<file path="src/rtl/stream_mux_rr_if.sv">
// -----------------------------------------------------------------------------
// stream_mux_rr_if
// Bundle of the producer-side and consumer-side stream signals of stream_mux_rr.
//
// Parameters
//   N_CH   number of input channels (2..16)
//   WIDTH  data width per channel (1..64)
//   SEL_W  derived select / channel-tag width, $clog2(N_CH)
//
// Signals
//   mode       0 = external select, 1 = round-robin arbitration
//   sel        channel index used in external-select mode
//   in_data    channel i occupies bits [i*WIDTH +: WIDTH]
//   in_valid   per-channel valid
//   in_ready   per-channel ready, at most one bit high
//   out_data   registered output data
//   out_ch     channel that supplied out_data
//   out_valid  registered output valid
//   out_ready  consumer ready
//
// Modports
//   slave   the multiplexer itself
//   master  the environment: producers, consumer and mode/select control
// -----------------------------------------------------------------------------
interface stream_mux_rr_if #(
  parameter int N_CH  = 4,
  parameter int WIDTH = 8
);
  localparam int SEL_W = $clog2(N_CH);

  logic                    mode;
  logic [SEL_W-1:0]        sel;
  logic [N_CH*WIDTH-1:0]   in_data;
  logic [N_CH-1:0]         in_valid;
  logic [N_CH-1:0]         in_ready;
  logic [WIDTH-1:0]        out_data;
  logic [SEL_W-1:0]        out_ch;
  logic                    out_valid;
  logic                    out_ready;

  modport slave (
    input  mode, sel, in_data, in_valid, out_ready,
    output in_ready, out_data, out_ch, out_valid
  );

  modport master (
    output mode, sel, in_data, in_valid, out_ready,
    input  in_ready, out_data, out_ch, out_valid
  );
endinterface

</file>
<file path="src/rtl/stream_mux_rr.sv">
// -----------------------------------------------------------------------------
// stream_mux_rr
// N-channel valid/ready stream multiplexer with a one-entry registered output.
// The channel is chosen either by an external select or by a fair round-robin
// arbiter whose pointer survives mode switches.
//
// Parameters
//   N_CH   number of input channels (2..16)
//   WIDTH  data width per channel (1..64)
//
// Ports
//   clk    rising-edge clock
//   rst_n  asynchronous active-low reset; clears the output register and the
//          round-robin pointer and forces in_ready low
//   bus    stream_mux_rr_if.slave: mode, sel, in_data, in_valid, out_ready in;
//          in_ready, out_data, out_ch, out_valid out
// -----------------------------------------------------------------------------
module stream_mux_rr #(
  parameter int N_CH  = 4,
  parameter int WIDTH = 8
) (
  input  logic             clk,
  input  logic             rst_n,
  stream_mux_rr_if.slave   bus
);
  localparam int SEL_W = $clog2(N_CH);

  typedef enum logic {
    MODE_SEL = 1'b0,
    MODE_RR  = 1'b1
  } mode_e;

  typedef logic [SEL_W-1:0] ch_t;

  // Output register and arbitration pointer
  logic [WIDTH-1:0] data_q;
  ch_t              ch_q;
  logic             valid_q;
  ch_t              ptr_q;

  // Grant decision
  mode_e            mode;
  logic             load_en;
  logic             grant_valid;
  ch_t              grant;
  logic [WIDTH-1:0] grant_data;
  ch_t              ptr_next;
  logic [N_CH-1:0]  ready_c;
  int               idx;

  assign mode    = mode_e'(bus.mode);

  // The register can take a beat when empty or when it drains on this edge.
  assign load_en = !valid_q || bus.out_ready;

  always_comb begin
    // NOTE: every variable written here gets a default first, so no path
    // leaves it unassigned and no latch is inferred.
    grant_valid = 1'b0;
    grant       = '0;
    idx         = 0;
    if (mode == MODE_SEL) begin
      // A select value >= N_CH matches no channel and simply grants nothing.
      for (int i = 0; i < N_CH; i++) begin
        if (bus.sel == ch_t'(i) && bus.in_valid[i]) begin
          grant_valid = 1'b1;
          grant       = ch_t'(i);
        end
      end
    end else begin
      // Walk the search order backwards so the last hit written is the
      // channel closest to ptr (ptr, ptr+1, ..., wrapping mod N_CH).
      for (int k = N_CH - 1; k >= 0; k--) begin
        idx = int'(ptr_q) + k;
        if (idx >= N_CH) idx = idx - N_CH;
        for (int i = 0; i < N_CH; i++) begin
          if (idx == i && bus.in_valid[i]) begin
            grant_valid = 1'b1;
            grant       = ch_t'(i);
          end
        end
      end
    end
  end

  // Data of the granted channel; constant-index slices keep the mux explicit.
  always_comb begin
    grant_data = '0;
    for (int i = 0; i < N_CH; i++) begin
      if (grant == ch_t'(i)) grant_data = bus.in_data[i*WIDTH +: WIDTH];
    end
  end

  // Pointer moves past the granted channel; wraps at N_CH, not at 2**SEL_W.
  assign ptr_next = (grant == ch_t'(N_CH - 1)) ? '0 : grant + 1'b1;

  // in_ready is forced low while reset is asserted.
  always_comb begin
    ready_c = '0;
    for (int i = 0; i < N_CH; i++) begin
      ready_c[i] = rst_n && load_en && grant_valid && (grant == ch_t'(i));
    end
  end

  assign bus.in_ready  = ready_c;
  assign bus.out_data  = data_q;
  assign bus.out_ch    = ch_q;
  assign bus.out_valid = valid_q;

  // NOTE: sequential state uses non-blocking assignments so every register
  // samples the pre-edge values regardless of statement order.
  always_ff @(posedge clk or negedge rst_n) begin
    if (!rst_n) begin
      // NOTE: the data register is reset too because its value is visible on
      // out_data during reset; a beat held at reset time is discarded.
      data_q  <= '0;
      ch_q    <= '0;
      valid_q <= 1'b0;
      ptr_q   <= '0;
    end else if (load_en && grant_valid) begin
      data_q  <= grant_data;
      ch_q    <= grant;
      valid_q <= 1'b1;
      if (mode == MODE_RR) ptr_q <= ptr_next;
    end else if (bus.out_ready) begin
      valid_q <= 1'b0;
    end
  end
endmodule

</file>
<file path="src/flat_wrapper.sv">
// flat-port wrapper written by rule: the top's interface ports become plain ports
module stream_mux_rr_flat 
#(
  parameter int N_CH  = 4,
  parameter int WIDTH = 8
)
  (clk, rst_n, bus_mode, bus_sel, bus_in_data, bus_in_valid, bus_out_ready, bus_in_ready, bus_out_data, bus_out_ch, bus_out_valid);
  stream_mux_rr_if #(.N_CH(N_CH), .WIDTH(WIDTH)) bus_i ();
  input  logic clk;
  input  logic rst_n;
  input wire logic [$bits(bus_i.mode)-1:0] bus_mode;
  input wire logic [$bits(bus_i.sel)-1:0] bus_sel;
  input wire logic [$bits(bus_i.in_data)-1:0] bus_in_data;
  input wire logic [$bits(bus_i.in_valid)-1:0] bus_in_valid;
  input wire logic [$bits(bus_i.out_ready)-1:0] bus_out_ready;
  output wire logic [$bits(bus_i.in_ready)-1:0] bus_in_ready;
  output wire logic [$bits(bus_i.out_data)-1:0] bus_out_data;
  output wire logic [$bits(bus_i.out_ch)-1:0] bus_out_ch;
  output wire logic [$bits(bus_i.out_valid)-1:0] bus_out_valid;
  assign bus_i.mode = bus_mode;
  assign bus_i.sel = bus_sel;
  assign bus_i.in_data = bus_in_data;
  assign bus_i.in_valid = bus_in_valid;
  assign bus_i.out_ready = bus_out_ready;
  assign bus_in_ready = bus_i.in_ready;
  assign bus_out_data = bus_i.out_data;
  assign bus_out_ch = bus_i.out_ch;
  assign bus_out_valid = bus_i.out_valid;
  stream_mux_rr #(.N_CH(N_CH), .WIDTH(WIDTH)) u_core (.clk(clk), .rst_n(rst_n), .bus(bus_i));
endmodule
</file>
<file path="config.mk">
export PLATFORM = sky130hd
export DESIGN_NAME = stream_mux_rr_flat
export DESIGN_NICKNAME = d
export VERILOG_FILES = /design/src/rtl/stream_mux_rr_if.sv /design/src/rtl/stream_mux_rr.sv /design/src/flat_wrapper.sv
export SDC_FILE = /design/constraint.sdc
export NUM_CORES = 1
export LEC_CHECK = 0
export ABC_AREA = 1
export CORE_ASPECT_RATIO = 0.9
export CORE_MARGIN = 3
export CORE_UTILIZATION = 43
export CTS_CLUSTER_DIAMETER = 30
export DETAILED_ROUTE_END_ITERATION = 7
export GPL_ROUTABILITY_DRIVEN = 1
export PLACE_DENSITY = 0.82
export SYNTH_ARGS = -nofsm -noshare
export SYNTH_HDL_FRONTEND = slang
export SYNTH_SLANG_ARGS = --single-unit
</file>
<file path="constraint.sdc">
create_clock -name clk -period 4.93 [get_ports clk]
set_input_delay 0.493 -clock clk [delete_from_list [all_inputs] [get_ports clk]]
set_output_delay 0.493 -clock clk [all_outputs]
set_load 0.01 [all_outputs]
</file>
==> summary by stage <==
Synthesis
The commonest cells after synthesis are 59 x nand2_1, 27 x o21ai_0, 17 x nand3_1, 13 x dfrtp_1, 11 x inv_1. After synthesis, the netlist uses 25 different library cells. The share of synthesized area in the top cell type comes to 0.2905. The cell with the most instances after synthesis is nand2_1. For this run, the number of Yosys warnings is 0. Among all flip-flop cells after synthesis, the most frequent one is dfrtp_1.

The mapped netlist covers 0.001120 sq mm. After synthesis, the share of flip-flops with an asynchronous set or reset is 1.000. The largest area contributor in the netlist is dfrtp_1. The sequential-to-total area share from yosys stat is 0.2905.

In this run, synthesis inferred 0 flip-flops with an integrated enable. The mean instance size in the synthesized netlist is 6.399 sq um. After technology mapping, the gate count stands at around 180.

The synthesized net count is roughly 220. By area the synthesized netlist is led by dfrtp_1 29%, nand2_1 20%, o21ai_0 12%, nand3_1 7.6%, a21oi_1 4.5%. The number of storage elements in the synthesis netlist is 13.

Worst setup path
STA puts the critical path data required time at roughly 4.4 ns. The kind of capture point of the worst setup path is an output port. The arrival time of the worst setup path is around 3.3 ns.

The classification of the worst setup path is input port to output port. The critical path's largest stage delay is 0.56 ns. The most prevalent standard cell on the critical path is nand2_1.

The signal on the critical path passes through clkdlybuf4s50_1 > nand3_1 > nand2_1 > nand2_1 > nand2_1 > nand2_1 > nand2_1 > nand2_1 > nand2_1 > nand2_1 > nand2_1 > nand2_1 > nand2_1 > nand2_1 > nand2_2 > nand2_4 > inv_1 > ha_1 > clkinv_1 > nor2_1 > clkdlybuf4s50_1. The type of origin of the critical path is an input port. For this design, the slowest cell found on the critical path is clkdlybuf4s50_1. The largest driver fanout on the critical path is 9.

STA
For the final database, setup skew stands at approximately 0.0012 ns. Of the available clock period, the critical path in the final layout requires 0.7754. Subtracting the final worst setup slack from the clock period gives approximately 3.8 ns.

The total negative slack for setup checks is 0 ns. Setup violations remaining at the end of the flow were counted as 0. The worst pin sits at a relative slew slack of 0.6110. Timing would allow up to 0.2616 GHz. The transition time of the tightest slew-check pin is just under 0.6 ns. The final-report hold violation count is 0. Setup repair after global routing left no endpoint under its margin.

The count of final max-slew check failures is 0.

Global route
For this run, global-route usage on met3 was measured as 0.01415. The largest net degree at the start of global routing is 24. After global routing, the most crowded layer is met2. The initial antenna violation count was 0. The number of global-route vias before repair came to 1277. In the global route stage, met1 resource usage came out at 0.3082. The first global-routing pass estimated roughly 5500 um of wire.

The total routing usage reported by global routing is 0.2168. The total overflow reported by the global router is 0. For met2 alone, demand over resource in global routing was 0.3615.

Clock tree
The hold-fix buffer count after cts is 0. CTS saw 13 sinks. The clock latency reported for the late side of the worst-skew pair is around 0.26 ns. Buffers inserted during clock tree synthesis total 3. The maximum level of the CTS H-tree is 1. The longest clock path from root to sink contains 2 buffers. The CTS root buffer is clkbuf_4. Clock-pin slew was measured on the worst setup and hold paths at 0.07 ns. The post-CTS setup buffer count is 0. The CTS tree is done.

The number of instances resized during post-cts repair is 0.

Pwr
The static leakage is about 0.8 nW. The peak supply drop is roughly 0.3 mV. The power per standard cell area is 436.1 mW/mm^2.

Place
Once detailed placement completed, the half-perimeter wirelength came to 2672 um. Routability-driven placement finished with a final weighted congestion of between 0.8 and 0.9. The area of placed instances is about 0.0017 sq mm. The total of buffers placed on input and output ports is between 50 and 60.

Floorplan
The die covers ~0.0033 sq mm. The die boundary height is 54.42 um. In this run the horizontal extent of the chip is about 60 um. During I/O placement, the number of pins put on the boundary was between 50 and 60. The total core area is 0.002322 sq mm. The starting density of the core is 0.4822. The floorplan has 16 rows.

Route
In the routed layout, each cell is associated on average with a via count of a little over 5. In the final routed layout, each cell accounts on average for 12.73 um. In this run, the number of DRC markers left after iteration 0 of detailed routing was 88. The routed wire length is about 3200 um. The final routed DRC violation total is 0. The total iterations of the first detailed-routing run is 5. The routed layout has 1300 vias. The count of nets left with antenna violations once routing finished came out at 0.

Flow run
Max-cap violations in this run came to 0.

Finish
The register area is between 300 and 400 sq um. Relative to the synthesized area, the layout overhead comes to 50.84%. The total number of nets in the final design is between 200 and 300.

Of the cells placed in the final design, the portion with a size suffix greater than 1 is 0.06608. The repair_antennas step left the layout with diodes totalling 0. The number of fill cells in the layout is 181. With fillers left out, the area of the finished cells amounts to between 0.0015 and 0.002 sq mm.

The total area of multi-input combinational cells is ~690 sq um.

Outcome
The flow ran to the end, and the final reports show no timing, DRC or antenna violations.

Worst hold path
The type of the most critical hold path is flip-flop to flip-flop.
## metrics by stage
step | power [mW] | utilization | std cells | setup slack, ns | hold slack, ns
final | 0.7367 | 0.7274 | 254 | 1.107 | 0.4900
after global routing | 0.8196 | 0.7274 | 254 | 0.7640 | 0.5281
after CTS | 0.7351 | 0.7274 | 254 | 1.111 | 0.4955
after detailed placement | 0.6723 | 0.7161 | 250 | 1.128 | 0.4756
after global placement | 0.6600 | 0.7161 | 250 | 1.262 | 0.4657
after floorplan | 0.5015 | - | 175 | 2.358 | 0.1974
## routing by layer
metal	vias to the layer above	share of wire	routed length, um
met5	-	0	0
met4	0	0	0
met3	0	0.068	219
met2	60	0.48	1548
met1	568	0.45	1466
li1	672	-	-
## cells in the final DEF, fill, tap and decap left out, drive strengths merged
cell	synthesis	final
dfrtp	13	13
inv	13	13
clkinv	1	1
o21ai	27	27
nand3	18	18
clkdlybuf4s50	0	56
nand3b	1	1
nand2	64	64
nor2	11	11
ha	4	4
o211ai	1	1
nor3b	1	1
clkbuf	3	4
a211o	1	1
nor4	1	1
a21oi	10	10
or2	1	1
## layout make-up
type	count	area share
clock buffer	4	0.01556
inverter	14	0.03111
multi-input combinational	140	0.4089
sequential	13	0.1926
tap	27	0.02000
timing repair buffer	56	0.3319
## logic make-up (layout without fill, tap and decap cells)
family                   Yosys count  count (layout)  synth area share
AND/OR/NAND/NOR                   97              97            0.3922
AO/OA/AOI/OAI                     39              39            0.1799
buffers and inverters             22              74           0.09274
adder cells (fa/ha/maj)            4               4           0.04469
flip-flops                        13              13            0.2905
## flip-flops by register name, indices dropped and copies added, names as in the netlist
register	cells
u_core.bus.out_data	8
u_core.bus.out_ch	2
u_core.ptr_q	2
u_core.bus.out_valid	1
## critical path, delay by kind of cell
family                     cells  cell delay [ns]
adders and majority gates      1             0.33
buffers and inverters          4             1.47
and+or+nand+nor               16             1.04
## where the power goes
group          internal (mW)  switching (mW)
clock                 0.0312          0.0302
combinational          0.215           0.258
sequential             0.154          0.0486
## worst paths after layout
check                                  startpoint  cells past startpoint  slack (ns)                      to
min in group asynchronous                   rst_n                      1        0.60  u_core.bus.out_data[3]
setup reg to reg                  u_core.ptr_q[0]                     25        1.99  u_core.bus.out_data[3]
max in group asynchronous                   rst_n                      1        3.95  u_core.bus.out_data[2]
hold reg to reg            u_core.bus.out_data[0]                      2        0.49  u_core.bus.out_data[0]
setup / recovery                  bus_in_valid[1]                     21        1.11         bus_in_ready[1]
hold / removal             u_core.bus.out_data[0]                      2        0.49  u_core.bus.out_data[0]
No activity file was read; power rests on OpenSTA's default activity.
